$ cat config.mk
export PLATFORM = sky130hd
export DESIGN_NAME = vector_execute_unit
export DESIGN_NICKNAME = d
export VERILOG_FILES = /design/src/rtl/vector_execute_unit.sv
export SDC_FILE = /design/constraint.sdc
export NUM_CORES = 2
export LEC_CHECK = 0
export BUFFER_PORTS_ARGS = -buffer_cell sky130_fd_sc_hd__buf_2
export CAP_MARGIN = 5
export CORE_MARGIN = 8
export CORE_UTILIZATION = 56
export DETAILED_ROUTE_END_ITERATION = 8
export PLACE_DENSITY_LB_ADDON = 0.12
export REMOVE_ABC_BUFFERS = 1
export SLEW_MARGIN = 0
export SYNTH_ARGS = -nofsm -noshare
export SYNTH_HDL_FRONTEND = slang
export SYNTH_SLANG_ARGS = --single-unit
$ cat constraint.sdc
create_clock -name CLK -period 16.28 [get_ports CLK]
set_input_delay 0 -clock CLK [delete_from_list [all_inputs] [get_ports CLK]]
set_output_delay 0 -clock CLK [all_outputs]
set_load 0.01 [all_outputs]
$ cat src/rtl/vector_execute_unit.sv
// Scalar/vector ALU execute stage: scalar ops finish in one cycle, vector ops
// sweep the lanes P at a time through a chunk counter before the done pulse.
module vector_execute_unit #(
  parameter int unsigned N = 32,
  parameter int unsigned L = 8,
  parameter int unsigned V = 20,
  parameter int unsigned P = 4
) (
  input  logic             CLK,
  input  logic             RST,
  input  logic             start_i,
  input  logic [1:0]       OpType_i,
  input  logic [1:0]       ALUControl_i,
  input  logic             ALUSource_i,
  input  logic             SetFlags_i,
  input  logic [N-1:0]     RD1_S_i,
  input  logic [N-1:0]     RD2_S_i,
  input  logic [N-1:0]     Extend_i,
  input  logic [V*L-1:0]   RD1_V_i,
  input  logic [V*L-1:0]   RD2_V_i,
  output logic [N-1:0]     ALUResult_S_o,
  output logic [V*L-1:0]   ALUResult_V_o,
  output logic [3:0]       Flags_o,
  output logic             busy_o,
  output logic             Exe_Finished_o
);

  localparam int unsigned CHUNKS = V / P;
  localparam int unsigned KW     = (CHUNKS > 1) ? $clog2(CHUNKS) : 1;
  localparam int unsigned CW     = P * L;
  localparam int unsigned VW     = V * L;

  localparam logic [1:0] IDLE = 2'd0;
  localparam logic [1:0] BUSY = 2'd1;
  localparam logic [1:0] DONE = 2'd2;

  localparam logic [1:0] OP_SCALAR = 2'b00;
  localparam logic [1:0] OP_VV     = 2'b01;
  localparam logic [1:0] OP_VS     = 2'b10;
  localparam logic [1:0] OP_NOP    = 2'b11;

  logic [1:0]    state_q, state_d;
  logic [KW-1:0] k_q;
  logic [1:0]    ctrl_q;
  logic [VW-1:0] a_v_q, b_v_q;

  logic [N-1:0]  b_s;
  logic [N:0]    add_w, sub_w;
  logic [N-1:0]  s_res;
  logic          s_c, s_v;
  logic [3:0]    s_flags;
  logic          is_vec;

  logic [CW-1:0] a_chunk, b_chunk, chunk_res;

  function automatic logic [L-1:0] lane_op(input logic [L-1:0] a, input logic [L-1:0] b,
                                           input logic [1:0] op);
    case (op)
      2'b00:   lane_op = a + b;
      2'b01:   lane_op = a - b;
      2'b10:   lane_op = a & b;
      default: lane_op = a | b;
    endcase
  endfunction

  // Scalar ALU operates straight off the inputs; its result is captured at the accept edge
  always_comb begin
    b_s   = ALUSource_i ? Extend_i : RD2_S_i;
    add_w = {1'b0, RD1_S_i} + {1'b0, b_s};
    sub_w = {1'b0, RD1_S_i} + {1'b0, ~b_s} + (N+1)'(1);
    s_res = '0;
    s_c   = 1'b0;
    s_v   = 1'b0;
    case (ALUControl_i)
      2'b00: begin
        s_res = add_w[N-1:0];
        s_c   = add_w[N];
        s_v   = (RD1_S_i[N-1] == b_s[N-1]) && (add_w[N-1] != RD1_S_i[N-1]);
      end
      2'b01: begin
        s_res = sub_w[N-1:0];
        s_c   = sub_w[N];
        s_v   = (RD1_S_i[N-1] != b_s[N-1]) && (sub_w[N-1] != RD1_S_i[N-1]);
      end
      2'b10:   s_res = RD1_S_i & b_s;
      default: s_res = RD1_S_i | b_s;
    endcase
    s_flags = {s_res[N-1], (s_res == '0), s_c, s_v};
    is_vec  = (OpType_i == OP_VV) || (OpType_i == OP_VS);
  end

  // Select the current chunk of latched operands and run P lane ALUs on it
  always_comb begin
    a_chunk   = '0;
    b_chunk   = '0;
    chunk_res = '0;
    for (int c = 0; c < int'(CHUNKS); c++) begin
      if (k_q == KW'(c)) begin
        a_chunk = a_v_q[c*CW +: CW];
        b_chunk = b_v_q[c*CW +: CW];
      end
    end
    for (int j = 0; j < int'(P); j++) begin
      chunk_res[j*L +: L] = lane_op(a_chunk[j*L +: L], b_chunk[j*L +: L], ctrl_q);
    end
  end

  always_comb begin
    state_d = state_q;
    case (state_q)
      IDLE:    if (start_i) state_d = is_vec ? BUSY : DONE;
      BUSY:    if (k_q == KW'(CHUNKS - 1)) state_d = DONE;
      DONE:    state_d = IDLE;
      default: state_d = IDLE;
    endcase
  end

  always_ff @(posedge CLK or posedge RST) begin
    if (RST) state_q <= IDLE;
    else     state_q <= state_d;
  end

  // Datapath registers; status outputs track the next state so they are registered
  always_ff @(posedge CLK or posedge RST) begin
    if (RST) begin
      k_q            <= '0;
      ctrl_q         <= '0;
      a_v_q          <= '0;
      b_v_q          <= '0;
      ALUResult_S_o  <= '0;
      ALUResult_V_o  <= '0;
      Flags_o        <= '0;
      busy_o         <= 1'b0;
      Exe_Finished_o <= 1'b0;
    end else begin
      busy_o         <= (state_d != IDLE);
      Exe_Finished_o <= (state_d == DONE);
      case (state_q)
        IDLE: begin
          if (start_i) begin
            k_q    <= '0;
            ctrl_q <= ALUControl_i;
            a_v_q  <= RD1_V_i;
            b_v_q  <= (OpType_i == OP_VS) ? {V{b_s[L-1:0]}} : RD2_V_i;
            if (OpType_i == OP_SCALAR) begin
              ALUResult_S_o <= s_res;
              if (SetFlags_i) Flags_o <= s_flags;
            end else if (OpType_i == OP_NOP) begin
              ALUResult_S_o <= '0;
            end
          end
        end
        BUSY: begin
          for (int c = 0; c < int'(CHUNKS); c++) begin
            if (k_q == KW'(c)) ALUResult_V_o[c*CW +: CW] <= chunk_res;
          end
          k_q <= k_q + KW'(1);
        end
        default: ;
      endcase
    end
  end

endmodule
==> results.json <==
{
  "required_ns": 16.73,
  "async_flop_share": 1.00,
  "gp_congestion": 0.950,
  "die_h_um": 250,
  "yosys_most_used_dff": "dfrtp_1",
  "grt_busiest_layer": "met2",
  "cts_tree": "done",
  "place_hpwl_um": 79000,
  "worst-path-stages": 20,
  "die_area_um2": 62300,
  "arrival_ns": 6.88,
  "critPathTopFamily": "compound AO/OA/AOI/OAI gates",
  "post-route-cell-area_um2": 39100,
  "pin_count": 623,
  "fillers": 4085,
  "layout_setup_ws_ns": 9.86,
  "post_drt_wl_per_cell_um": 22.2,
  "pwr-share-comb": 0.583,
  "core_area_um2": 53900,
  "avgViaCountPerCell": 5.90,
  "finalWirelength_um": 116000,
  "cts_buffers": 56,
  "grtUsageMet2": 0.590,
  "clk-insertion-delay-late_ns": 0.63,
  "synth_edf_count": 0,
  "power.share.clock": 0.156,
  "port_buffers": 622,
  "min_period_ns": 6.42,
  "cpMostUsedCell": "o21ai_0",
  "drive_above_1_share": 0.181,
  "clockBufferDepth": 3,
  "syn_area_um2": 30600,
  "r2r_cells": 20,
  "rsz0062_at_grt": "false",
  "drtPass1Iterations": 6,
  "vdd_drop_max_mv": 0.157,
  "num_rows": 85,
  "startpoint_type": "flop",
  "setup_tns_ns": 0,
  "ant_nets": 0,
  "setup_violations": 0,
  "report.power.total_uw": 8860,
  "dp_slack_ns": 9.94,
  "grt_pass1_vias": 30700,
  "min_period_over_period": 0.394,
  "track_usage": 0.362,
  "cp-end-kind": "flop",
  "switchingPower_uw": 4310,
  "ys_warn_count": 0,
  "p_leak_uw": 0.0194,
  "placed_area_um2": 33700,
  "grt_first_pass_wirelength_um": 180000,
  "fin_skew_ns": 0.0262,
  "grt_max_degree": 276,
  "slowest_stage": "dfrtp_1",
  "hold_class": "in2async",
  "drc": 0,
  "hold_violations": 0,
  "gr-usage-met1": 0.457,
  "cp_max_fo": 69,
  "avgSynthCellArea_um2": 8.25,
  "die_w_um": 250,
  "drt_iter0_markers": 2857,
  "gr-usage-met3": 0.0751,
  "setup.worst_path.class": "reg2reg",
  "grt.overflow.total": 0,
  "critPathBufInv": 2,
  "status": "completed",
  "post-route-util": 0.724,
  "cpPeakStageDelay_ns": 0.70,
  "p_int_uw": 4550,
  "nets": 5063,
  "antenna_found_initial": 25,
  "tightest_slew_ns": 1.17,
  "seqPwrFrac": 0.261,
  "vias": 30900,
  "initial_core_util": 0.567,
  "ys_types": 92,
  "slew_headroom": 0.212,
  "maxSlewViolCount": 0,
  "path_cells": "inv_1 > ha_4 > buf_4 > nand2_1 > o311ai_0 > o21ai_0 > ha_1 > a21oi_1 > ha_1 > nor2b_1 > o21ai_0 > a21oi_1 > o21ai_0 > nand2b_1 > a31oi_1 > mux2_2 > a22o_1 > o21a_1 > a211oi_2 > o21ai_0",
  "ys_seq_elements": 525,
  "fmax_mhz": 156,
  "cts.sinks": 525,
  "maxCapViolCount": 0,
  "syn2layout_area_growth_pct": 27.8,
  "switching_share": 0.486,
  "p_per_area_nw_per_um2": 227,
  "cts_root_buf": "clkbuf_16",
  "synth-seq-area-share": 0.430,
  "htreeDepth": 2,
  "cts_setup_buffers": 0,
  "syn_inst": 3703,
  "path_clk_slew_ns": 0.06
}
[synth_stat cells, types with 10 or more instances]
cell / instances / area share
nand2_1: 990 / 0.12
o21ai_0: 621 / 0.10
dfrtp_1: 525 / 0.43
clkbuf_1: 211 / 0.026
nor2_1: 164 / 0.020
inv_1: 152 / 0.019
ha_1: 151 / 0.062
a21oi_1: 146 / 0.024
nor3_1: 77 / 0.013
a221oi_1: 61 / 0.017
mux2i_1: 57 / 0.019
xnor2_1: 43 / 0.012
o31ai_1: 27 / 0.0066
maj3_1: 24 / 0.0079
nand3_1: 21 / 0.0034
xor2_1: 21 / 0.0060
nand2b_1: 20 / 0.0041
o211ai_1: 19 / 0.0047
o21a_1: 19 / 0.0047
a22o_1: 18 / 0.0052
o311ai_0: 18 / 0.0052
a21o_1: 17 / 0.0042
buf_1: 17 / 0.0021
a31oi_1: 16 / 0.0033
buf_2: 16 / 0.0026
clkbuf_8: 15 / 0.0068
nor2b_1: 15 / 0.0031
and2_1: 14 / 0.0029
a211oi_1: 12 / 0.0029
nand3b_1: 12 / 0.0029
o21bai_1: 12 / 0.0029
nor3b_1: 11 / 0.0027
a311oi_1: 10 / 0.0029
[sequential cells by signal, indices dropped and copies added (netlist names)]
signal          count
busy_o              1
ALUResult_S_o      32
Exe_Finished_o      1
ALUResult_V_o     160
ctrl_q              2
b_v_q             160
a_v_q             160
state_q             2
Flags_o             4
k_q                 3
[worst paths after layout]
check | from | endpoint | slack, ns
worst max-delay path | k_q[2] | ALUResult_V_o[111] | 9.86
worst min-delay path | RST | ALUResult_V_o[132] | 0.09
worst max register to register | k_q[2] | ALUResult_V_o[111] | 9.86
worst min register to register | b_v_q[100] | b_v_q[100] | 0.47
max in group asynchronous | RST | ctrl_q[0] | 13.92
min in group CLK | RD1_S_i[18] | ALUResult_S_o[18] | 0.09
[power groups by stage]
stage / sequential, uW / combinational [uW] / clock, uW
floorplan: 2320 / 3380 / 0
global placement: 2310 / 4880 / 0
detailed placement: 2310 / 5000 / 0
CTS: 2300 / 5090 / 1380
global route: 2370 / 5710 / 1440
finish: 2320 / 5170 / 1380
[cell families after synthesis]
kind of cell	count (synthesis)	synth area share
AND/OR/NAND/NOR	1384	0.189
XOR/XNOR	64	0.0183
adder cells (fa/ha/maj)	181	0.0736
buffers and inverters	418	0.0581
AO/OA/AOI/OAI	1063	0.207
multiplexers	68	0.0238
flip-flops	525	0.430
[metal layers]
layer  up-vias  part of all wire
li1      14200                 -
met1     14800              0.40
met2      1584              0.48
met3       351             0.078
met4        14             0.051
met5         -           0.00079
[metrics by stage]
| stage | instances | hold WS [ns] |
|---|---|---|
| finish | 5243 | 0.0877 |
| global route | 5237 | 0.0874 |
| CTS | 5223 | 0.0574 |
| detailed placement | 4791 | 0.194 |
| global placement | 4791 | 0.190 |
| floorplan | 3438 | 0.101 |
[final cells by class]
cell class              instances  area, um^2  share of cell area
flip-flops and latches        525       13100               0.336
inverters                     153         582              0.0149
clock inverters                31         395              0.0101
well taps                     696         871              0.0223
repair buffers                985        6680               0.171
multi-input cells            2760       15700               0.403
diodes                         20        50.0             0.00128
clock buffers                  73        1600              0.0409
[repair_timing]
| action | CTS | global route |
|---|---|---|
| hold buffers | 328 | 0 |
| endpoints found under the hold margin | 446 | 0 |
| resized for setup | 0 | 0 |
[worst min-delay path, delay by kind of cell]
| kind | cells | cell delay, ns |
|---|---|---|
| buffers and inverters | 3 | 1.21 |
[placed cells by master (no fill, tap or decap), types with 11 or more instances in the layout]
| master | count |
|---|---|
| nand2_1 | 985 |
| o211ai_1 | 19 |
| nand3b_1 | 12 |
| clkbuf_8 | 11 |
| xnor2_1 | 43 |
| o21ai_0 | 621 |
| a21oi_1 | 146 |
| buf_4 | 33 |
| clkbuf_16 | 57 |
| o21a_1 | 19 |
| nand2b_1 | 18 |
| inv_1 | 151 |
| diode_2 | 20 |
| o21bai_1 | 12 |
| a221oi_1 | 61 |
| xor2_1 | 21 |
| nand3_1 | 20 |
| a31oi_1 | 16 |
| and2_1 | 13 |
| nor2_1 | 164 |
| nor2b_1 | 13 |
| buf_2 | 622 |
| nor3_1 | 77 |
| a211oi_1 | 12 |
| mux2i_1 | 57 |
| dfrtp_1 | 523 |
| o31ai_1 | 27 |
| dlygate4sd3_1 | 328 |
| ha_1 | 149 |
| clkinv_2 | 11 |
| o311ai_0 | 18 |
| maj3_1 | 24 |
| a21o_1 | 17 |
| a22o_1 | 18 |
Note: power is estimated with default switching activity, not from simulation.
